--- config.mk ---
export PLATFORM = sky130hd
export DESIGN_NAME = seg_scan_ctrl
export DESIGN_NICKNAME = d
export VERILOG_FILES = /design/src/rtl/seg_scan_pkg.sv /design/src/rtl/hex_to_seg7.sv /design/src/rtl/seg_scan_ctrl.sv
export SDC_FILE = /design/constraint.sdc
export NUM_CORES = 1
export LEC_CHECK = 0
export BUFFER_PORTS_ARGS = -buffer_cell sky130_fd_sc_hd__buf_4
export CELL_PAD_IN_SITES_DETAIL_PLACEMENT = 0
export CELL_PAD_IN_SITES_GLOBAL_PLACEMENT = 1
export CORE_ASPECT_RATIO = 0.6
export CORE_MARGIN = 4
export CORE_UTILIZATION = 40
export DETAILED_ROUTE_END_ITERATION = 7
export PLACE_DENSITY = 0.74
export SKIP_CTS_REPAIR_TIMING = 1
export SYNTH_ARGS = -nofsm -noshare
export SYNTH_HDL_FRONTEND = slang
export SYNTH_SLANG_ARGS = --single-unit
export TNS_END_PERCENT = 100
--- constraint.sdc ---
create_clock -name clk -period 3.4 [get_ports clk]
set_clock_uncertainty 0.1 [all_clocks]
set_input_delay 0.34 -clock clk [delete_from_list [all_inputs] [get_ports clk]]
set_output_delay 0.34 -clock clk [all_outputs]
set_load 0.02 [all_outputs]
--- src/rtl/seg_scan_pkg.sv ---
// Shared constants for the seven-segment scan controller: digit geometry,
// segment bit order {g,f,e,d,c,b,a} (active-low) and the hex font.
package seg_scan_pkg;

    localparam int unsigned DIGITS = 8;
    localparam int unsigned SEL_W  = 3;
    localparam int unsigned NIB_W  = 4;
    localparam int unsigned SEG_W  = 7;
    localparam int unsigned VAL_W  = DIGITS * NIB_W;

    typedef struct packed {
        logic g;
        logic f;
        logic e;
        logic d;
        logic c;
        logic b;
        logic a;
    } seg7_t;

    localparam logic [SEG_W-1:0] SEG_BLANK = 7'h7F;

    // Entry n is the active-low pattern for hex digit n (index 15 is the MSB slice)
    localparam logic [15:0][SEG_W-1:0] FONT = {
        7'h0E, 7'h06, 7'h21, 7'h46, 7'h03, 7'h08, 7'h10, 7'h00,
        7'h78, 7'h02, 7'h12, 7'h19, 7'h30, 7'h24, 7'h79, 7'h40
    };

endpackage

--- src/rtl/hex_to_seg7.sv ---
// Combinational hex nibble to active-low seven-segment pattern.
module hex_to_seg7
    import seg_scan_pkg::*;
(
    input  logic [NIB_W-1:0] nibble_i,
    output logic [SEG_W-1:0] seg_c_o
);

    seg7_t pattern;

    assign pattern = seg7_t'(FONT[nibble_i]);
    assign seg_c_o = pattern;

endmodule

--- src/rtl/seg_scan_ctrl.sv ---
// Eight-digit multiplexed seven-segment scan controller with frame-coherent loads.
// Optional leading-zero blanking is enabled by defining LEAD_ZERO_BLANK_EN.
module seg_scan_ctrl
    import seg_scan_pkg::*;
#(
    parameter int unsigned CLK_DIV = 50000
) (
    input  logic             clk,
    input  logic             rst_n,
    input  logic             en,
    input  logic             load,
    input  logic [VAL_W-1:0] value,
    input  logic [DIGITS-1:0] dp_mask,
    output logic [SEL_W-1:0] sel,
    output logic [SEG_W-1:0] seg,
    output logic             dp,
    output logic             frame_done
);

    localparam int unsigned CNT_W = $clog2(CLK_DIV + 1);

    logic [CNT_W-1:0]  cnt_q, cnt_d;
    logic [SEL_W-1:0]  sel_q, sel_d;
    logic [VAL_W-1:0]  pend_val_q, pend_val_d, shad_val_q, shad_val_d;
    logic [DIGITS-1:0] pend_dp_q, pend_dp_d, shad_dp_q, shad_dp_d;
    logic              pend_q, pend_d;
    logic [SEG_W-1:0]  seg_q, seg_d;
    logic              dp_q, dp_d;
    logic              fd_q, fd_d;

    logic              tick;
    logic              wrap;
    logic              blank;
    logic [NIB_W-1:0]  nibble;
    logic [SEG_W-1:0]  font_seg;

    hex_to_seg7 u_font (
        .nibble_i (nibble),
        .seg_c_o  (font_seg)
    );

    // Segment data is looked up from next-state sel/shadow so seg never lags sel
    assign nibble = shad_val_d[{sel_d, 2'b00} +: NIB_W];

`ifdef LEAD_ZERO_BLANK_EN
    logic [SEL_W-1:0] lead_hi;

    always_comb begin
        lead_hi = '0;
        for (int k = 1; k < DIGITS; k++) begin
            if (shad_val_d[k*NIB_W +: NIB_W] != '0) lead_hi = SEL_W'(k);
        end
        blank = (sel_d > lead_hi);
    end
`else
    assign blank = 1'b0;
`endif

    always_comb begin
        cnt_d      = cnt_q;
        sel_d      = sel_q;
        pend_val_d = pend_val_q;
        pend_dp_d  = pend_dp_q;
        pend_d     = pend_q;
        shad_val_d = shad_val_q;
        shad_dp_d  = shad_dp_q;
        seg_d      = SEG_BLANK;
        dp_d       = 1'b1;
        fd_d       = 1'b0;

        tick = en && (cnt_q == CNT_W'(CLK_DIV - 1));
        wrap = tick && (sel_q == SEL_W'(DIGITS - 1));

        if (en) cnt_d = tick ? '0 : cnt_q + CNT_W'(1);
        if (tick) sel_d = sel_q + SEL_W'(1);

        // Shadow only changes at a frame boundary; a load on that edge bypasses pending
        if (wrap) begin
            pend_d = 1'b0;
            if (load) begin
                shad_val_d = value;
                shad_dp_d  = dp_mask;
            end else if (pend_q) begin
                shad_val_d = pend_val_q;
                shad_dp_d  = pend_dp_q;
            end
        end else if (load) begin
            pend_val_d = value;
            pend_dp_d  = dp_mask;
            pend_d     = 1'b1;
        end

        if (en) begin
            seg_d = blank ? SEG_BLANK : font_seg;
            dp_d  = ~shad_dp_d[sel_d];
            fd_d  = wrap;
        end
    end

    always_ff @(posedge clk) begin
        if (!rst_n) begin
            cnt_q      <= '0;
            sel_q      <= '0;
            pend_val_q <= '0;
            pend_dp_q  <= '0;
            pend_q     <= 1'b0;
            shad_val_q <= '0;
            shad_dp_q  <= '0;
            seg_q      <= SEG_BLANK;
            dp_q       <= 1'b1;
            fd_q       <= 1'b0;
        end else begin
            cnt_q      <= cnt_d;
            sel_q      <= sel_d;
            pend_val_q <= pend_val_d;
            pend_dp_q  <= pend_dp_d;
            pend_q     <= pend_d;
            shad_val_q <= shad_val_d;
            shad_dp_q  <= shad_dp_d;
            seg_q      <= seg_d;
            dp_q       <= dp_d;
            fd_q       <= fd_d;
        end
    end

    assign sel        = sel_q;
    assign seg        = seg_q;
    assign dp         = dp_q;
    assign frame_done = fd_q;

endmodule

Word level (Yosys, flattened, before mapping)
Memories as Yosys holds them, arrays and structs flattened. A register that Yosys moved wholly into a read port is not among the register bits. Index checks and enable logic that the tools add are counted.

Bits in registers: 102. Bits in read-only memories: 112. Bits of input ports: 44. Output and inout bits: 12. Logic and storage cells: 35. Memories: 1.

$add $sub $neg: 2. Order comparisons: 1. Equal/unequal tests: 2. Shift operators: 1. Mux-type cells: 10. Bitwise logic cells: 3. Reductions and logical operators: 6.

Memories: (no name shown) (words 16, bits a word 7, read ports 1, clocked after memory_dff 1, wr ports 0, RTL line hex_to_seg7.sv:11) `assign pattern = seg7_t'(FONT[nibble_i]);`.

Operators by type and width (count): $mux W32 (3); $shiftx A32 B6 Y4 (1); $mux W8 (3); $add A16 B1 Y16 const B (1); $eq A16 B16 Y1 const B (1); $mux W16 (1); $lt A3 B4 Y1 const B (1); $reduce_and A2 Y1 (2); $add A3 B1 Y3 const B (1); $bmux W1 S3 (1); $eq A3 B3 Y1 const B (1); $mux W3 (1); $not A1 Y1 (3); $logic_and A1 B1 Y1 (2); $reduce_or A2 Y1 (1); $logic_not A1 Y1 (1); $mux W1 (1).

Longest topological paths before layout
Word-level depth: 7. Gate-level depth with buffers: 16. Depth with buffers taken out: 14.

Cells and area by module
Synthesis repeated with hierarchy kept, for this count alone.

Cells, all modules: 666. Area total of the unflattened synthesis: 5301.3 µm².

By module, submodules not included: seg_scan_ctrl (instances 1, cells each 631, area an instance 5031.1 µm², sequential area each 2182.1 µm²); hex_to_seg7 (instances 1, cells each 35, area an instance 270.3 µm², sequential area each 0.0 µm²).

Worst setup path before layout
OpenSTA, ideal clock, no wires.

Path kind: flip-flop to flip-flop. Start: register cnt_q[5]. End: register seg_q[1], in the netlist seg[1]. Setup time: 0.079 ns. Arrival time: 3.444 ns. Required time: 3.221 ns. Setup slack: -0.223 ns. Stages on the path, launching flop included: 13. Buffers on the path: 1. Clock period less this slack: 3.623 ns. Cells stage by stage: dfxtp_1 -> or4b_4 -> or4_1 -> buf_6 -> mux2_4 -> nand3_2 -> o22ai_1 -> nor4_4 -> inv_1 -> ha_1 -> inv_1 -> mux2_1 -> o221ai_2.

Cells in the longest elaborated chain, start to end: 5. Elaborated cells on any way between the ends: 6. Classes of those cells: eq/ne (1); shift (1); mux (2); reduce/logical (2).

Ends and longest elaborated chain: start: declaration (RTL line seg_scan_ctrl.sv:22) `logic [CNT_W-1:0] cnt_q, cnt_d;`; start signal: assignment (RTL line seg_scan_ctrl.sv:113) `cnt_q <= cnt_d;`; $eq A16 B16 Y1 * (RTL line seg_scan_ctrl.sv:71) `tick = en && (cnt_q == CNT_W'(CLK_DIV - 1));`; $logic_and A1 B1 Y1 * (RTL line seg_scan_ctrl.sv:71); $logic_and A1 B1 Y1 (RTL line seg_scan_ctrl.sv:72) `wrap = tick && (sel_q == SEL_W'(DIGITS - 1));`; $mux W32 (RTL line seg_scan_ctrl.sv:78) `if (wrap) begin`; $shiftx A32 B6 Y4 * (RTL line seg_scan_ctrl.sv:43) `assign nibble = shad_val_d[{sel_d, 2'b00} +: NIB_W];`; end: declaration (RTL line seg_scan_ctrl.sv:27) `logic [SEG_W-1:0] seg_q, seg_d;`.

Every way passes the cells marked *; elsewhere a longest branch is shown, timed or not. A chain may end at the register's enable or synchronous reset.

Worst setup path in the final report
Start: register cnt_q[10]. End: register seg_q[1], in the netlist seg[1].

Same word-level chain as after synthesis.

==> out/metrics.csv <==
metric,value,unit
Post-synth top cells,"dfxtp_1 (109), nand2_1 (101), nor2_1 (81), a21oi_1 (56), o22ai_1 (38)",
fin. max-slew vios,0,
Synth area leader,dfxtp_1,
DR pass1 iterations,6,
share of total power in the clock network,0.430,
fin worst setup slack,-0.2378,ns
hold crit path type,in2reg,
area grow syn2layout,28.84,%
sw frac,0.2275,
Worst path slowest cell,or4_4,
clock tree buffer depth,2,
Wirelength per Cell,17.45,um
Post-synth EDFFs,0,
final wirelength,16.09,mm
"top cells by area, synth","dfxtp_1 (41%), nand2_1 (7.2%), nor2_1 (5.7%)",
register area share after synthesis,0.4119,
final hold slack,0.1400,ns
IO buf count,55,
CP top delay family,simple AND/OR/NAND/NOR gates,
Post-Syn Nets,700,
maxcap violations,0,
maximum vdd drop,0.2462,mV
Gate power share,0.070,
slowest cell delay on critical path,0.69,ns
cts bufs inserted,9,
final setup fails,7,
proportion of layout cells with a drive suffix above 1,0.2846,
Synth Warn #,0,
core footprint,12890,sq um
cells along the critical path,or4b_4 > or4_4 > mux2_4 > nand3_2 > o22ai_1 > nor4_4 > inv_2 > ha_4 > inv_2 > mux2_4 > o221ai_2,
largest net degree at the start of global routing,44,
unrepaired setup endpoints after global routing,yes,
GRT Overall Usage,0.2059,
CP startpoint kind,flop,
Finished Core Util,0.5294,
CTS Sinks,109,
GPL Wtd Cong,0.8526,
Critical Path End Type,flop,
post-layout minimum cycle time,3.638,ns
HPWL Detailed,11.34,mm
final net count,801,
achievable frequency,274.9,MHz
Initial DRC Count,340,
"Req. time, crit path",3.57,ns
Synth top area share,0.4119,
initial antenna violation count,0,
Synth Flop Type,dfxtp_1,
first-pass GRT wire length,25.14,mm
Syn Std Cell Area,5298,sq um
H-tree levels,3,
full die area,15210,sq um
Site Rows,32,
Yosys cell types,75,
"Clk pin slew, worst setup/hold paths",0.07,ns
Tcrit/Tclk final,1.070,
Setup CP Type,reg2reg,
CP Buf/Inv Count,2,
Psw,602.0,uW
final hold vios,0,
synthesis-stage register bit count,109,
Pint,2045,uW
crit path DAT,3.81,ns
Antenna Nets Post-Route,0,
"Async S/R FF share, synth",0,
worst slew pin tran,0.8549,ns
clk_lat worst skew,0.35,ns
Post-Syn Instances,647,
Die W,156.6,um
Pwr Density,387.8,nW/um^2
failing checks,negative setup slack,
sequential share of power,0.501,
Die H,97.14,um
via count,5091,
clock root cell,clkbuf_16,
Slew HR,0.4292,
Leak Pwr,0.002759,uW
CTS tree,done,
Via density,5.522,
drt drc,0,
Overflow after GRT,0,
io pins,56,
top-count cell post-synth,dfxtp_1,
critical path peak fanout,6,
status,finished with violations,
Total Power,2647,uW
vias in the first global route,4811,
n_diodes,0,
Initial Utilization,0.4109,
mean post-synth cell area,8.188,sq um
[path summary, 6_finish.rpt]
check | cells past startpoint | slack [ns] | to | startpoint
setup reg to reg | 11 | -0.24 | seg[1] | cnt_q[10]
hold / removal | 3 | 0.14 | pend_val_q[27] | value[27]
setup / recovery | 11 | -0.24 | seg[1] | cnt_q[10]
hold reg to reg | 2 | 0.36 | pend_val_q[30] | pend_val_q[30]
[logic make-up (layout without fill, tap and decap cells)]
kind of cell | after synthesis | count (layout) | share of synthesized area
buf+inv | 56 | 160 | 0.05078
fa+ha+maj | 9 | 9 | 0.02126
flops | 109 | 109 | 0.4119
simple gates | 298 | 299 | 0.2770
mux | 9 | 9 | 0.02078
xor+xnor | 14 | 14 | 0.02669
compound gates | 152 | 152 | 0.1915
[cells in the final DEF (no fill, tap or decap), types with 3 or more instances in the layout]
cell	instances
and3_1	5
ha_4	3
inv_1	10
nor4_4	3
nand2b_1	3
a211oi_1	3
nand4_1	7
nor2_1	74
nand3_1	14
mux2i_1	5
nor2_2	7
a21oi_1	55
clkbuf_16	9
and2_1	19
o22ai_1	32
buf_6	4
o21ai_1	6
o21ai_0	5
o22ai_2	5
o221ai_1	4
nand3_2	6
a31oi_1	10
nor3_1	30
nor4_1	3
xnor2_1	3
o22a_1	3
o221a_2	3
nand2_1	101
or3_1	5
ha_1	4
buf_4	125
xor2_1	10
inv_2	4
dfxtp_1	108
[metal layers]
layer / GRT usage / routed length [um] / vias to the layer above
met3: 0.04406 / 923 / 21
met5: 0 / 0 / -
met2: 0.3103 / 7048 / 158
li1: - / - / 2484
met4: 0.05533 / 280 / 0
met1: 0.2973 / 7836 / 2428
[sequential cells by signal (all words and copies together) (netlist names)]
| signal | cells |
|---|---|
| seg | 7 |
| pend_val_q | 32 |
| dp | 1 |
| frame_done | 1 |
| pend_dp_q | 8 |
| shad_val_q | 32 |
| pend_q | 1 |
| cnt_q | 16 |
| sel | 3 |
| shad_dp_q | 8 |
[power groups by stage]
stage          logic (uW)  clock network, uW  registers (uW)
3_5_place_dp          182                  0            1360
4_1_cts               182               1160            1330
2_1_floorplan        95.7                  0            1350
3_3_place_gp          177                  0            1350
5_1_grt               202               1210            1330
6_report              184               1140            1330
[metrics by stage]
step,instances,cell area (sq um),setup WS [ns],TNS [ns]
final,922,6825,-0.2378,-0.9022
after floorplan,647,5368,-0.07787,-0.1229
after detailed placement,895,6270,-0.1843,-0.4878
after global placement,895,6270,-0.09197,-0.2203
after CTS,910,6585,-0.1936,-0.5665
after global routing,922,6825,-0.3944,-1.870
[cell type report]
| cell class | instances | area (sq um) |
|---|---|---|
| clock buffers | 11 | 242.7 |
| fillers | 1181 | 6067 |
| well taps | 170 | 212.7 |
| repair buffers | 131 | 1023 |
| inverters | 14 | 52.55 |
| multi-input cells | 483 | 3038 |
| clock inverters | 4 | 72.57 |
| flip-flops and latches | 109 | 2183 |
[worst reg2reg max path: stages, from the launching register on]
cell      delay, ns
dfxtp_2        0.32
or4b_4         0.55
or4_4          0.69
mux2_4         0.41
nand3_2        0.13
o22ai_1        0.12
nor4_4         0.35
inv_2          0.14
ha_4           0.31
inv_2          0.03
mux2_4         0.25
o221ai_2       0.15
Note: power is estimated with default switching activity, not from simulation.
